$ cat src/rtl/receipt_chain_sequencer_if.sv
// Bundles for the receipt ingress stream and for the link to the receipt integrity checker.
// master drives the request/data side; slave returns ready or the verdict.
interface receipt_ingress_if;
  logic        in_valid;
  logic        in_ready;
  logic [31:0] in_pre_mu;
  logic [31:0] in_post_mu;
  logic [7:0]  in_opcode;
  logic [31:0] in_operand;
  logic        in_last;

  modport master (output in_valid, in_pre_mu, in_post_mu, in_opcode, in_operand, in_last,
                  input  in_ready);
  modport slave  (input  in_valid, in_pre_mu, in_post_mu, in_opcode, in_operand, in_last,
                  output in_ready);
endinterface

interface receipt_checker_if;
  logic        chk_valid;
  logic [31:0] chk_pre_mu;
  logic [31:0] chk_post_mu;
  logic [7:0]  chk_opcode;
  logic [31:0] chk_operand;
  logic        chk_chain_mode;
  logic [31:0] chk_prev_post_mu;
  logic        chk_integrity_ok;
  logic        chk_chain_ok;
  logic [31:0] chk_error_code;

  modport master (output chk_valid, chk_pre_mu, chk_post_mu, chk_opcode, chk_operand,
                         chk_chain_mode, chk_prev_post_mu,
                  input  chk_integrity_ok, chk_chain_ok, chk_error_code);
  modport slave  (input  chk_valid, chk_pre_mu, chk_post_mu, chk_opcode, chk_operand,
                         chk_chain_mode, chk_prev_post_mu,
                  output chk_integrity_ok, chk_chain_ok, chk_error_code);
endinterface

$ cat src/rtl/receipt_chain_sequencer.sv
// Streams a receipt chain one link at a time through a single integrity checker and
// reports a chain-level verdict, stopping at the first failing link or the last receipt.
module receipt_chain_sequencer #(
  parameter int MAX_RECEIPTS = 1024,
  parameter int CNT_W        = 11
) (
  input  logic                 clk,
  input  logic                 rst_n,
  input  logic                 start_i,
  input  logic                 abort_i,
  input  logic [31:0]          init_mu_i,
  receipt_ingress_if.slave     ing,
  receipt_checker_if.master    chk,
  output logic                 busy_o,
  output logic                 done_o,
  output logic                 chain_pass_o,
  output logic [CNT_W-1:0]     fail_index_o,
  output logic [31:0]          fail_code_o,
  output logic [CNT_W-1:0]     receipt_count_o,
  output logic [31:0]          final_mu_o
);

  typedef enum logic [2:0] {
    S_IDLE   = 3'd0,
    S_ACCEPT = 3'd1,
    S_ISSUE  = 3'd2,
    S_CHECK  = 3'd3,
    S_DONE   = 3'd4
  } state_e;

  localparam logic [CNT_W:0]  MAX_L       = (CNT_W+1)'(MAX_RECEIPTS);
  localparam logic [31:0]     CODE_LENGTH = 32'd5;

  state_e            state_q, state_d;
  logic              in_ready_q, chk_valid_q, busy_q, done_q;

  logic [31:0]       rc_pre_q, rc_pre_d;
  logic [31:0]       rc_post_q, rc_post_d;
  logic [7:0]        rc_opcode_q, rc_opcode_d;
  logic [31:0]       rc_operand_q, rc_operand_d;
  logic              rc_last_q, rc_last_d;

  logic [31:0]       prev_mu_q, prev_mu_d;
  logic [31:0]       final_mu_q, final_mu_d;
  logic [CNT_W-1:0]  count_q, count_d;
  logic [CNT_W-1:0]  fail_index_q, fail_index_d;
  logic [31:0]       fail_code_q, fail_code_d;
  logic              chain_pass_q, chain_pass_d;

  logic [CNT_W:0]    count_inc_s;
  logic              link_ok_s;

  assign count_inc_s = {1'b0, count_q} + {{CNT_W{1'b0}}, 1'b1};
  assign link_ok_s   = chk.chk_integrity_ok & chk.chk_chain_ok;

  // Next-state and datapath update; abort overrides everything and leaves status untouched.
  always_comb begin
    state_d      = state_q;
    rc_pre_d     = rc_pre_q;
    rc_post_d    = rc_post_q;
    rc_opcode_d  = rc_opcode_q;
    rc_operand_d = rc_operand_q;
    rc_last_d    = rc_last_q;
    prev_mu_d    = prev_mu_q;
    final_mu_d   = final_mu_q;
    count_d      = count_q;
    fail_index_d = fail_index_q;
    fail_code_d  = fail_code_q;
    chain_pass_d = chain_pass_q;

    if (abort_i) begin
      state_d = S_IDLE;
    end else begin
      case (state_q)
        S_IDLE: begin
          if (start_i) begin
            prev_mu_d    = init_mu_i;
            final_mu_d   = init_mu_i;
            count_d      = {CNT_W{1'b0}};
            fail_index_d = {CNT_W{1'b0}};
            fail_code_d  = 32'd0;
            chain_pass_d = 1'b0;
            state_d      = S_ACCEPT;
          end else begin
            state_d = S_IDLE;
          end
        end
        S_ACCEPT: begin
          if (ing.in_valid && in_ready_q) begin
            rc_pre_d     = ing.in_pre_mu;
            rc_post_d    = ing.in_post_mu;
            rc_opcode_d  = ing.in_opcode;
            rc_operand_d = ing.in_operand;
            rc_last_d    = ing.in_last;
            state_d      = S_ISSUE;
          end else begin
            state_d = S_ACCEPT;
          end
        end
        S_ISSUE: begin
          state_d = S_CHECK;
        end
        // Checker outputs are registered, so the verdict for the issued link is valid here.
        S_CHECK: begin
          if (link_ok_s) begin
            count_d    = count_inc_s[CNT_W-1:0];
            prev_mu_d  = rc_post_q;
            final_mu_d = rc_post_q;
            if (rc_last_q) begin
              chain_pass_d = 1'b1;
              state_d      = S_DONE;
            end else if (count_inc_s == MAX_L) begin
              fail_code_d  = CODE_LENGTH;
              fail_index_d = count_q;
              state_d      = S_DONE;
            end else begin
              state_d = S_ACCEPT;
            end
          end else begin
            fail_index_d = count_q;
            fail_code_d  = chk.chk_error_code;
            chain_pass_d = 1'b0;
            state_d      = S_DONE;
          end
        end
        S_DONE: begin
          state_d = S_IDLE;
        end
        default: begin
          state_d = S_IDLE;
        end
      endcase
    end
  end

  // State and registered control outputs, decoded from the next state so they align with it.
  always_ff @(posedge clk or negedge rst_n) begin
    if (!rst_n) begin
      state_q     <= S_IDLE;
      in_ready_q  <= 1'b0;
      chk_valid_q <= 1'b0;
      busy_q      <= 1'b0;
      done_q      <= 1'b0;
    end else begin
      state_q     <= state_d;
      in_ready_q  <= (state_d == S_ACCEPT);
      chk_valid_q <= (state_d == S_ISSUE);
      busy_q      <= (state_d != S_IDLE);
      done_q      <= (state_d == S_DONE);
    end
  end

  // Receipt register, running mu and chain status.
  always_ff @(posedge clk or negedge rst_n) begin
    if (!rst_n) begin
      rc_pre_q     <= 32'd0;
      rc_post_q    <= 32'd0;
      rc_opcode_q  <= 8'd0;
      rc_operand_q <= 32'd0;
      rc_last_q    <= 1'b0;
      prev_mu_q    <= 32'd0;
      final_mu_q   <= 32'd0;
      count_q      <= {CNT_W{1'b0}};
      fail_index_q <= {CNT_W{1'b0}};
      fail_code_q  <= 32'd0;
      chain_pass_q <= 1'b0;
    end else begin
      rc_pre_q     <= rc_pre_d;
      rc_post_q    <= rc_post_d;
      rc_opcode_q  <= rc_opcode_d;
      rc_operand_q <= rc_operand_d;
      rc_last_q    <= rc_last_d;
      prev_mu_q    <= prev_mu_d;
      final_mu_q   <= final_mu_d;
      count_q      <= count_d;
      fail_index_q <= fail_index_d;
      fail_code_q  <= fail_code_d;
      chain_pass_q <= chain_pass_d;
    end
  end

  assign ing.in_ready         = in_ready_q;
  assign chk.chk_valid        = chk_valid_q;
  assign chk.chk_pre_mu       = rc_pre_q;
  assign chk.chk_post_mu      = rc_post_q;
  assign chk.chk_opcode       = rc_opcode_q;
  assign chk.chk_operand      = rc_operand_q;
  assign chk.chk_chain_mode   = 1'b1;
  assign chk.chk_prev_post_mu = prev_mu_q;

  assign busy_o          = busy_q;
  assign done_o          = done_q;
  assign chain_pass_o    = chain_pass_q;
  assign fail_index_o    = fail_index_q;
  assign fail_code_o     = fail_code_q;
  assign receipt_count_o = count_q;
  assign final_mu_o      = final_mu_q;

endmodule

$ cat src/flat_wrapper.sv
// flat-port wrapper written by rule: the top's interface ports become plain ports
module receipt_chain_sequencer_flat 
#(
  parameter int MAX_RECEIPTS = 1024,
  parameter int CNT_W        = 11
)
  (clk, rst_n, start_i, abort_i, init_mu_i, busy_o, done_o, chain_pass_o, fail_index_o, fail_code_o, receipt_count_o, final_mu_o, ing_in_valid, ing_in_pre_mu, ing_in_post_mu, ing_in_opcode, ing_in_operand, ing_in_last, ing_in_ready, chk_chk_valid, chk_chk_pre_mu, chk_chk_post_mu, chk_chk_opcode, chk_chk_operand, chk_chk_chain_mode, chk_chk_prev_post_mu, chk_chk_integrity_ok, chk_chk_chain_ok, chk_chk_error_code);
  receipt_ingress_if ing_i ();
  receipt_checker_if chk_i ();
  input  logic clk;
  input  logic rst_n;
  input  logic start_i;
  input  logic abort_i;
  input  logic [31:0] init_mu_i;
  output logic busy_o;
  output logic done_o;
  output logic chain_pass_o;
  output logic [CNT_W-1:0] fail_index_o;
  output logic [31:0] fail_code_o;
  output logic [CNT_W-1:0] receipt_count_o;
  output logic [31:0] final_mu_o;
  input wire logic [$bits(ing_i.in_valid)-1:0] ing_in_valid;
  input wire logic [$bits(ing_i.in_pre_mu)-1:0] ing_in_pre_mu;
  input wire logic [$bits(ing_i.in_post_mu)-1:0] ing_in_post_mu;
  input wire logic [$bits(ing_i.in_opcode)-1:0] ing_in_opcode;
  input wire logic [$bits(ing_i.in_operand)-1:0] ing_in_operand;
  input wire logic [$bits(ing_i.in_last)-1:0] ing_in_last;
  output wire logic [$bits(ing_i.in_ready)-1:0] ing_in_ready;
  output wire logic [$bits(chk_i.chk_valid)-1:0] chk_chk_valid;
  output wire logic [$bits(chk_i.chk_pre_mu)-1:0] chk_chk_pre_mu;
  output wire logic [$bits(chk_i.chk_post_mu)-1:0] chk_chk_post_mu;
  output wire logic [$bits(chk_i.chk_opcode)-1:0] chk_chk_opcode;
  output wire logic [$bits(chk_i.chk_operand)-1:0] chk_chk_operand;
  output wire logic [$bits(chk_i.chk_chain_mode)-1:0] chk_chk_chain_mode;
  output wire logic [$bits(chk_i.chk_prev_post_mu)-1:0] chk_chk_prev_post_mu;
  input wire logic [$bits(chk_i.chk_integrity_ok)-1:0] chk_chk_integrity_ok;
  input wire logic [$bits(chk_i.chk_chain_ok)-1:0] chk_chk_chain_ok;
  input wire logic [$bits(chk_i.chk_error_code)-1:0] chk_chk_error_code;
  assign ing_i.in_valid = ing_in_valid;
  assign ing_i.in_pre_mu = ing_in_pre_mu;
  assign ing_i.in_post_mu = ing_in_post_mu;
  assign ing_i.in_opcode = ing_in_opcode;
  assign ing_i.in_operand = ing_in_operand;
  assign ing_i.in_last = ing_in_last;
  assign ing_in_ready = ing_i.in_ready;
  assign chk_chk_valid = chk_i.chk_valid;
  assign chk_chk_pre_mu = chk_i.chk_pre_mu;
  assign chk_chk_post_mu = chk_i.chk_post_mu;
  assign chk_chk_opcode = chk_i.chk_opcode;
  assign chk_chk_operand = chk_i.chk_operand;
  assign chk_chk_chain_mode = chk_i.chk_chain_mode;
  assign chk_chk_prev_post_mu = chk_i.chk_prev_post_mu;
  assign chk_i.chk_integrity_ok = chk_chk_integrity_ok;
  assign chk_i.chk_chain_ok = chk_chk_chain_ok;
  assign chk_i.chk_error_code = chk_chk_error_code;
  receipt_chain_sequencer #(.MAX_RECEIPTS(MAX_RECEIPTS), .CNT_W(CNT_W)) u_core (.clk(clk), .rst_n(rst_n), .start_i(start_i), .abort_i(abort_i), .init_mu_i(init_mu_i), .ing(ing_i), .chk(chk_i), .busy_o(busy_o), .done_o(done_o), .chain_pass_o(chain_pass_o), .fail_index_o(fail_index_o), .fail_code_o(fail_code_o), .receipt_count_o(receipt_count_o), .final_mu_o(final_mu_o));
endmodule
$ cat config.mk
export PLATFORM = sky130hd
export DESIGN_NAME = receipt_chain_sequencer_flat
export DESIGN_NICKNAME = d
export VERILOG_FILES = /design/src/rtl/receipt_chain_sequencer_if.sv /design/src/rtl/receipt_chain_sequencer.sv /design/src/flat_wrapper.sv
export SDC_FILE = /design/constraint.sdc
export NUM_CORES = 1
export LEC_CHECK = 0
export BUFFER_PORTS_ARGS = -buffer_cell sky130_fd_sc_hd__buf_2
export CORE_AREA = 2 2 160 162
export CTS_CLUSTER_DIAMETER = 30
export CTS_CLUSTER_SIZE = 12
export DETAILED_ROUTE_END_ITERATION = 12
export DIE_AREA = 0 0 162 164
export GPL_TIMING_DRIVEN = 0
export SLEW_MARGIN = 15
export SYNTH_ARGS = -nofsm -noshare
export SYNTH_HDL_FRONTEND = slang
export SYNTH_SLANG_ARGS = --single-unit
$ cat constraint.sdc
create_clock -name clk -period 4.49 [get_ports clk]
set_input_delay 0 -clock clk [delete_from_list [all_inputs] [get_ports clk]]
set_output_delay 0 -clock clk [all_outputs]
set_load 0.02 [all_outputs]
==> results.sh, run 1 <==
export IMPL_p_int_w=0.00370
export IMPL_slew_violations=0
export IMPL_period_minus_slack_ps=3460
export IMPL_skew_ps=19.4
export IMPL_grt_pass1_vias=8012
export IMPL_grt_pass1_wl_um=43500
export IMPL_synthArstFlopShare_pct=100
export IMPL_post_place_ws_ps=818
export IMPL_period_share_pct=77.0
export IMPL_clk_path_buf_depth=2
export IMPL_fin_hold_ws_ps=32.4
export IMPL_finalWirelength_um=28400
export IMPL_tightest_slew_ps=991
export IMPL_hold_path_class="input pin to flip-flop"
export IMPL_cp_num_buf_inv=2
export IMPL_maxSlewHeadroom_pct=33.7
export IMPL_worstSetupPathType="flip-flop to flip-flop"
export IMPL_timing_rr_start="u_core.state_q[2]"
export IMPL_cellLeakagePower_nw=6.63
export IMPL_peakVddDrop_mv=0.242
export IMPL_synthTopCellsByCount="199 x dfrtp_1, 104 x mux2_2, 75 x nand2_1"
export IMPL_row_count=58
export IMPL_synthFlopType="dfrtp_1"
export IMPL_stdcell_count=1639
export IMPL_cts_sinks=199
export IMPL_synth_nets=876
export IMPL_yosys_area_top_type_share_pct=58.5
export IMPL_crit_path_frequent_cell="clkbuf_1"
export IMPL_gp_congestion=0.801
export IMPL_syn_area_sq_mm=0.00852
export IMPL_yosys_area_top_type="dfrtp_1"
export IMPL_worst_path_max_delay_cell="nor2_1"
export IMPL_core_area_sq_mm=0.0248
export IMPL_postSynthCellCount=699
export IMPL_finalWorstSetupSlack_ps=1030
export IMPL_power_share_sequential_pct=41.8
export IMPL_initial_utilization_pct=34.3
export IMPL_path_delay_family="buffers and inverters"
export IMPL_drc=0
export IMPL_design_area_sq_mm=0.0133
export IMPL_viasPerCell=4.75
export IMPL_synth_edff_count=0
export IMPL_dp_hpwl_um=20300
export IMPL_die_h_um=164
export IMPL_p_sw_w=0.00209
export IMPL_cts_clk_slew_worst_paths_ps=80
export IMPL_grt_max_degree=98
export IMPL_crit_start="u_core.state_q[2]"
export IMPL_worstSetupEndpoint="u_core.chk.chk_post_mu[24]"
export IMPL_ioPinCount=404
export IMPL_start_kind="flip-flop"
export IMPL_fillerInstances=2191
export IMPL_synth_most_common_cell="dfrtp_1"
export IMPL_r2r_cells=5
export IMPL_area_delta_synth_final_pct=56.7
export IMPL_postPlaceCellArea_sq_mm=0.0110
export IMPL_path_depth=5
export IMPL_fmax_ghz=0.289
export IMPL_yosysSeqAreaShare_pct=58.5
export IMPL_rsz0062_at_grt="false"
export IMPL_ant_nets=0
export IMPL_htree_levels=4
export IMPL_cp_required_ps=4810
export IMPL_dr_pass1_iters=5
export IMPL_clock_power_share_pct=27.7
export IMPL_final_layout_size_suffix_gt1_share_pct=44.8
export IMPL_netlist_cell_type_count=50
export IMPL_cts_buffers=17
export IMPL_yosysWarnings=0
export IMPL_drt_initial_drc_count=447
export IMPL_netSwitchingFraction_pct=36.1
export IMPL_gr_total_overflow=0
export IMPL_avgRoutedWirePerCell_um=17.3
export IMPL_clk_insertion_delay_late_ps=440
export IMPL_setup_viol=0
export IMPL_vias=7785
export IMPL_grtUsageTotal_pct=21.0
export IMPL_cts_setup_buffers=0
export IMPL_crit_path_end_kind="flip-flop"
export IMPL_cap_violations=0
export IMPL_synth_area_top_cells="dfrtp_1 58%, mux2_2 14%, mux2i_1 4.0%"
export IMPL_die_area_sq_mm=0.0266
export IMPL_combPwrFrac_pct=30.5
export IMPL_ys_seq_elements=199
export IMPL_critPathMaxFanout=10
export IMPL_avgSynthCellArea_sq_um=12.2
export IMPL_hold_violations=0
export IMPL_port_buffers=402
export IMPL_path_cells="or2_2, nor2_1, clkbuf_1, clkbuf_1, mux2_2"
export IMPL_nets=1471
export IMPL_cts_root_buf="clkbuf_16"
export IMPL_cp_arrival_ps=3780
export IMPL_p_per_area_mw_per_mm2=434
export IMPL_run_status="complete, no violations"
export IMPL_reg2reg_to="u_core.chk.chk_post_mu[24]"
export IMPL_dp_cells=1433
export IMPL_cp_slowest_stage_delay_ps=780
export IMPL_antenna_found_initial=2
export IMPL_final_util_pct=53.8
export IMPL_die_w_um=162
export IMPL_r2r_slack_ps=1030
export IMPL_cts_tree="done"
-- repair_timing --
action	CTS	global route
hold buffers	172	0
gates resized for setup	0	0
hold endpoints to repair	278	0
-- worst register-to-register path, stage by stage, from the launching register on --
cell and delay (ps):
dfrtp_1 410, or2_2 350, nor2_1 780, clkbuf_1 710, clkbuf_1 670, mux2_2 420
-- cell usage in the layout (no fill, tap or decap), drive strengths merged, types with 2 or more instances in the layout --
| cell | count |
|---|---|
| or4b | 3 |
| a21oi | 4 |
| dlygate4sd3 | 172 |
| nand3 | 5 |
| a21o | 4 |
| nand4 | 4 |
| xnor2 | 3 |
| nor3 | 7 |
| nand2b | 2 |
| o21ai | 79 |
| and3 | 4 |
| inv | 15 |
| buf | 447 |
| mux2 | 104 |
| xor2 | 2 |
| mux2i | 34 |
| o31a | 3 |
| o31ai | 2 |
| nor2 | 15 |
| a32o | 11 |
| clkbuf | 54 |
| and2 | 3 |
| clkinv | 3 |
| a22o | 2 |
| a211o | 2 |
| diode | 2 |
| nand2 | 75 |
| dfrtp | 199 |
| or2 | 2 |
| a22oi | 30 |
-- cell families (layout without fill, tap and decap cells) --
logic type / after synthesis / after routing / share of synthesized area [%]
fa+ha+maj: 1 / 1 / 0.147
xor+xnor: 5 / 5 / 0.514
buf+inv: 84 / 692 / 5.36
simple gates: 127 / 127 / 7.02
other cells: 1 / 3 / 0.0440
compound gates: 144 / 144 / 10.7
flops: 199 / 199 / 58.5
mux: 138 / 138 / 17.7
-- worst min path at each step --
stage / slack, ps / cells past startpoint / to / from
after global placement: 210 / 2 / u_core.state_q[2] / abort_i
after CTS: 3 / 4 / u_core.fail_code_o[2] / chk_chk_error_code[2]
final: 30 / 4 / u_core.fail_code_o[2] / chk_chk_error_code[2]
after global routing: 60 / 4 / u_core.fail_code_o[2] / chk_chk_error_code[2]
after floorplan: -300 / 0 / u_core.busy_o / rst_n
after detailed placement: -190 / 1 / u_core.chk.chk_opcode[0] / rst_n
-- per-stage QoR --
stage | power, W | TNS, ps
floorplan | 0.00338 | 0
global route | 0.00607 | 0
finish | 0.00580 | 0
detailed placement | 0.00410 | 0
global placement | 0.00407 | -28360
CTS | 0.00583 | 0
-- state kept, by name, summed over array words and instances, names as in the netlist --
signal	cells
u_core.busy_o	1
u_core.chain_pass_o	1
u_core.chk.chk_opcode	8
u_core.chk.chk_operand	32
u_core.chk.chk_post_mu	32
u_core.chk.chk_pre_mu	32
u_core.chk.chk_valid	1
u_core.done_o	1
u_core.fail_code_o	32
u_core.fail_index_o	11
u_core.final_mu_o	32
u_core.ing.in_ready	1
u_core.rc_last_q	1
u_core.receipt_count_o	11
u_core.state_q	3
-- power groups by stage --
stage	registers, W	logic, W	clock network, W
2_1_floorplan	0.00286	0.000522	0
3_3_place_gp	0.00243	0.00163	0
3_5_place_dp	0.00245	0.00166	0
4_1_cts	0.00242	0.00178	0.00164
5_1_grt	0.00247	0.00188	0.00171
6_report	0.00242	0.00177	0.00161
-- final cells by class --
class	count	area [sq um]	share of cell area, %
Sequential cell	199	4980	37.3
Timing Repair Buffer	576	3800	28.5
Multi-Input combinational cell	416	3080	23.1
Buffer	80	442	3.31
Clock buffer	17	425	3.19
Tap cell	330	413	3.09
Clock inverter	15	185	1.39
Inverter	4	15.0	0.112
Antenna cell	2	5.00	0.0375
-- layer usage --
metal  up-vias  global-route usage (%)  wire length [um]
met5         -                       0                 0
met1      3827                    26.6             11900
li1       3646                       -                 -
met3        39                    4.47              1580
met4         0                    6.64               604
met2       273                    36.1             14400
(Power assumes the default switching activity.)
==> run 2: changes to the inputs <==
==> constraint.sdc (replaced) <==
create_clock -name clk -period 3.35 [get_ports clk]
set_input_delay 0 -clock clk [delete_from_list [all_inputs] [get_ports clk]]
set_output_delay 0 -clock clk [all_outputs]
set_load 0.02 [all_outputs]
==> results.sh, run 2 (synthesis gave the netlist of run 1 again) <==
export IMPL_run_status="complete, no violations"
export IMPL_grtUsageTotal_pct=21.0
export IMPL_dp_hpwl_um=20300
export IMPL_layout_commonest_cell="buf_2"
export IMPL_cts_tree="done"
export IMPL_avgRoutedWirePerCell_um=17.3
export IMPL_path_cells="ha_1, nand4_1, or4b_1, a21o_1, nor4_2, clkbuf_1, o21ai_1"
export IMPL_finalWorstSetupSlack_ps=322
export IMPL_worst_path_max_delay_cell="dfrtp_1"
export IMPL_core_area_sq_mm=0.0248
export IMPL_gr_total_overflow=0
export IMPL_viasPerCell=4.76
export IMPL_clk_path_buf_depth=2
export IMPL_postPlaceCellArea_sq_mm=0.0110
export IMPL_fin_total_pwr_w=0.00777
export IMPL_final_util_pct=53.8
export IMPL_critPathMaxFanout=10
export IMPL_tightest_slew_ps=935
export IMPL_grt_pass1_vias=8012
export IMPL_initial_utilization_pct=34.3
export IMPL_peakVddDrop_mv=0.324
export IMPL_area_delta_synth_final_pct=56.8
export IMPL_nets=1471
export IMPL_drc=0
export IMPL_htree_levels=4
export IMPL_maxSlewHeadroom_pct=37.6
export IMPL_r2r_cells=7
export IMPL_cts_clk_slew_worst_paths_ps=80
export IMPL_rsz0062_at_grt="false"
export IMPL_p_per_area_mw_per_mm2=582
export IMPL_cts_root_buf="clkbuf_16"
export IMPL_vias=7808
export IMPL_start_kind="flip-flop"
export IMPL_hold_path_class="input pin to flip-flop"
export IMPL_multi_input_area_sq_mm=0.00309
export IMPL_hold_depth=4
export IMPL_dr_pass1_iters=4
export IMPL_cp_required_ps=3650
export IMPL_ant_nets=0
export IMPL_crit_path_end_kind="flip-flop"
export IMPL_cts_sinks=199
export IMPL_row_count=58
export IMPL_die_w_um=162
export IMPL_final_layout_size_suffix_gt1_share_pct=45.0
export IMPL_antenna_found_initial=2
export IMPL_clk_insertion_delay_late_ps=440
export IMPL_cp_slowest_stage_delay_ps=560
export IMPL_period_share_pct=90.4
export IMPL_finalWirelength_um=28400
export IMPL_die_h_um=164
export IMPL_cap_violations=0
export IMPL_hold_violations=0
export IMPL_setup_viol=0
export IMPL_drt_initial_drc_count=427
export IMPL_die_area_sq_mm=0.0266
export IMPL_cellLeakagePower_nw=6.64
export IMPL_worstSetupPathType="flip-flop to flip-flop"
export IMPL_design_area_sq_mm=0.0134
export IMPL_ioPinCount=404
export IMPL_post_place_ws_ps=-322
export IMPL_grt_pass1_wl_um=43400
export IMPL_period_minus_slack_ps=3030
export IMPL_skew_ps=18.0
export IMPL_fmax_ghz=0.330
export IMPL_fillerInstances=2188
export IMPL_grt_max_degree=98
export IMPL_final_cell_mix="405 x buf_2, 199 x dfrtp_1, 172 x dlygate4sd3_1"
export IMPL_gp_congestion=0.801
export IMPL_cts_buffers=17
export IMPL_slew_violations=0
export IMPL_port_buffers=402
export IMPL_cp_arrival_ps=3320
export IMPL_seqCellArea_sq_mm=0.00498
run 2: cell count changes in the layout (fill, tap and decap cells not counted):
cell	previous run	this run
clkbuf_1	36	34
nor2_1	15	14
nor2_2	0	1
clkdlybuf4s15_1	0	1
clkbuf_2	1	2
run 2: path summary, 6_finish.rpt:
path | start | endpoint | slack, ps
setup / recovery | u_core.receipt_count_o[1] | u_core.fail_code_o[26] | 320
hold reg to reg | u_core.chain_pass_o | u_core.chain_pass_o | 500
max in group asynchronous | rst_n | u_core.chk.chk_pre_mu[28] | 2360
min in group asynchronous | rst_n | u_core.chk.chk_pre_mu[27] | 150
setup reg to reg | u_core.receipt_count_o[1] | u_core.fail_code_o[26] | 320
hold / removal | chk_chk_error_code[2] | u_core.fail_code_o[2] | 30
run 2: final cells by class:
class | instances | area share, %
clock inverters | 15 | 1.39
inverters | 4 | 0.112
repair buffers | 576 | 28.4
plain buffers | 80 | 3.36
well taps | 330 | 3.09
multi-input cells | 416 | 23.1
flip-flops and latches | 199 | 37.3
diodes | 2 | 0.0375
clock buffers | 17 | 3.19
run 2: layer usage:
layer	global-route usage [%]	share of wire, %	vias to the layer above
met4	6.64	2.1	0
li1	-	-	3653
met3	4.47	5.3	39
met2	36.1	51	262
met5	0	0	-
met1	26.6	42	3854
run 2: critical path: cells and delay by family (launching register included):
kind	cells	cell delay, ps
compound gates	2	340
fa+ha+maj	1	360
buf+inv	1	430
flops	1	560
simple gates	3	1200
run 2: repair_timing:
item,4_1_cts,5_1_grt
buffers inserted,0,0
hold endpoints to repair,278,0
endpoints found under the setup margin,28,7
hold buffers,172,0
gates resized for setup,1,5
run 2: report_power, final:
group,switching (W),internal (W)
combinational,0.00134,0.00104
sequential,0.000350,0.00289
clock,0.00112,0.00104
run 2: metrics by stage:
stage | instances | hold WS, ps | TNS (ps)
floorplan | 699 | -296 | 0
global placement | 1431 | 210 | -257660
detailed placement | 1433 | -189 | -2880
CTS | 1637 | 3.37 | 0
global route | 1639 | 57.0 | 0
finish | 1639 | 33.3 | 0
==> run 3: changes to the inputs <==
--- a/config.mk
+++ b/config.mk
@@ -6,12 +6,15 @@
 export NUM_CORES = 1
 export LEC_CHECK = 0
 export BUFFER_PORTS_ARGS = -buffer_cell sky130_fd_sc_hd__buf_2
-export CORE_AREA = 2 2 160 162
+export CORE_AREA = 2 2 155 157
 export CTS_CLUSTER_DIAMETER = 30
 export CTS_CLUSTER_SIZE = 12
 export DETAILED_ROUTE_END_ITERATION = 12
-export DIE_AREA = 0 0 162 164
+export DIE_AREA = 0 0 157 159
+export GPL_ROUTABILITY_DRIVEN = 0
 export GPL_TIMING_DRIVEN = 0
+export PLACE_DENSITY = 0.66
+export SETUP_SLACK_MARGIN = 0.1
 export SLEW_MARGIN = 15
 export SYNTH_ARGS = -nofsm -noshare
 export SYNTH_HDL_FRONTEND = slang
==> results.sh, run 3 (synthesis gave the netlist of run 1 again) <==
export IMPL_run_status="complete, no violations"
export IMPL_fin_total_pwr_w=0.00765
export IMPL_postPlaceCellArea_sq_mm=0.0110
export IMPL_skew_ps=15.2
export IMPL_peakVddDrop_mv=0.344
export IMPL_area_delta_synth_final_pct=56.3
export IMPL_period_share_pct=89.1
export IMPL_grt_pass1_wl_um=44800
export IMPL_cellLeakagePower_nw=6.62
export IMPL_initial_utilization_pct=36.7
export IMPL_r2r_cells=5
export IMPL_hold_path_class="input pin to flip-flop"
export IMPL_r2r_slack_ps=360
export IMPL_port_buffers=402
export IMPL_cts_buffers=17
export IMPL_drt_initial_drc_count=443
export IMPL_viasPerCell=4.80
export IMPL_clk_path_buf_depth=2
export IMPL_hold_depth=3
export IMPL_cap_violations=0
export IMPL_critPathMaxFanout=10
export IMPL_clk_insertion_delay_late_ps=430
export IMPL_rsz0062_at_grt="false"
export IMPL_hold_violations=0
export IMPL_p_per_area_mw_per_mm2=574
export IMPL_layout_commonest_cell="buf_2"
export IMPL_start_kind="flip-flop"
export IMPL_dp_hpwl_um=19900
export IMPL_tns_ps=0
export IMPL_min_from="chk_chk_chain_ok"
export IMPL_core_area_sq_mm=0.0232
export IMPL_reg2reg_to="u_core.chk.chk_post_mu[22]"
export IMPL_die_w_um=157
export IMPL_final_layout_size_suffix_gt1_share_pct=44.9
export IMPL_tightest_slew_ps=846
export IMPL_finalWirelength_um=28600
export IMPL_grt_max_degree=100
export IMPL_ioPinCount=404
export IMPL_cts_tree="done"
export IMPL_slew_violations=0
export IMPL_timing_rr_start="u_core.state_q[2]"
export IMPL_grtUsageTotal_pct=22.9
export IMPL_cts_setup_buffers=0
export IMPL_cts_clk_slew_worst_paths_ps=80
export IMPL_fmax_ghz=0.335
export IMPL_die_h_um=159
export IMPL_period_minus_slack_ps=2990
export IMPL_avgRoutedWirePerCell_um=17.6
export IMPL_antenna_found_initial=0
export IMPL_nets=1472
export IMPL_htree_levels=4
export IMPL_cp_arrival_ps=3300
export IMPL_grt_pass1_vias=8255
export IMPL_cts_root_buf="clkbuf_16"
export IMPL_die_area_sq_mm=0.0250
export IMPL_vias=7810
export IMPL_worstSetupPathType="flip-flop to flip-flop"
export IMPL_whs_endpoint="u_core.fail_code_o[0]"
export IMPL_design_area_sq_mm=0.0133
export IMPL_drc=0
export IMPL_n_antenna_cell=0
export IMPL_dr_pass1_iters=5
export IMPL_setup_viol=0
export IMPL_cp_required_ps=3670
export IMPL_ant_nets=0
export IMPL_row_count=56
export IMPL_crit_path_end_kind="flip-flop"
export IMPL_cts_sinks=199
export IMPL_final_cell_mix="405 x buf_2, 199 x dfrtp_1, 173 x dlygate4sd3_1"
export IMPL_gr_total_overflow=0
export IMPL_maxSlewHeadroom_pct=43.6
[run 3: how the worst max path moves through the flow]
stage                              start                         end  slack [ps]  cells after the start
6_report               u_core.state_q[2]  u_core.chk.chk_post_mu[22]         360                      5
4_1_cts                u_core.state_q[2]  u_core.chk.chk_post_mu[22]         230                      5
2_1_floorplan  u_core.receipt_count_o[0]      u_core.fail_index_o[1]         690                      7
3_3_place_gp                       rst_n  u_core.chk.chk_operand[18]       -1130                      1
3_5_place_dp           u_core.state_q[2]  u_core.chk.chk_post_mu[29]        -270                      5
5_1_grt        u_core.receipt_count_o[0]      u_core.fail_code_o[25]         180                      7
[run 3: layout make-up]
class / instances / area (sq um)
Sequential cell: 199 / 4980
Clock buffer: 18 / 429
Multi-Input combinational cell: 416 / 3090
Timing Repair Buffer: 577 / 3810
Tap cell: 319 / 399
Clock inverter: 14 / 145
Buffer: 80 / 443
Inverter: 4 / 15.0
Fill cell: 1925 / 9880
[run 3: metrics by stage]
stage               utilization (%)  instances  worst slack, ps  hold WS, ps
floorplan                         -        699              693         -296
global placement               47.1       1420            -1130          209
detailed placement             47.4       1422             -272         -221
CTS                            57.4       1627              229         16.6
global route                   57.4       1627              180         69.9
finish                         57.4       1627              365         38.9
[run 3: power breakdown]
group | leakage (nW) | switching, W | internal, W | total, W
Combinational | 3.77 | 0.00136 | 0.00104 | 0.00239
Sequential | 2.57 | 0.000352 | 0.00289 | 0.00325
Clock | 0.281 | 0.00102 | 0.000989 | 0.00201
[run 3: what timing repair did]
| item | CTS | global route |
|---|---|---|
| cloned | 0 | 0 |
| setup endpoints to repair | 29 | 20 |
| hold endpoints to repair | 274 | 0 |
| hold buffers | 173 | 0 |
| resized for setup | 2 | 1 |
[run 3: per-layer routing]
metal	track usage (%)	wire (um)	vias to the layer above	part of all wire (%)
li1	-	-	3635	-
met1	28.4	11700	3844	41
met2	39.8	14700	277	52
met3	4.84	1480	54	5.2
met4	7.51	723	0	2.5
met5	0	0	-	0
[run 3: worst max-delay path, cell delays in order, from the launching register on]
cell and delay, ps:
dfrtp_1 410, or2_2 360, nor2_2 520, clkbuf_1 650
clkbuf_1 520, mux2_2 410
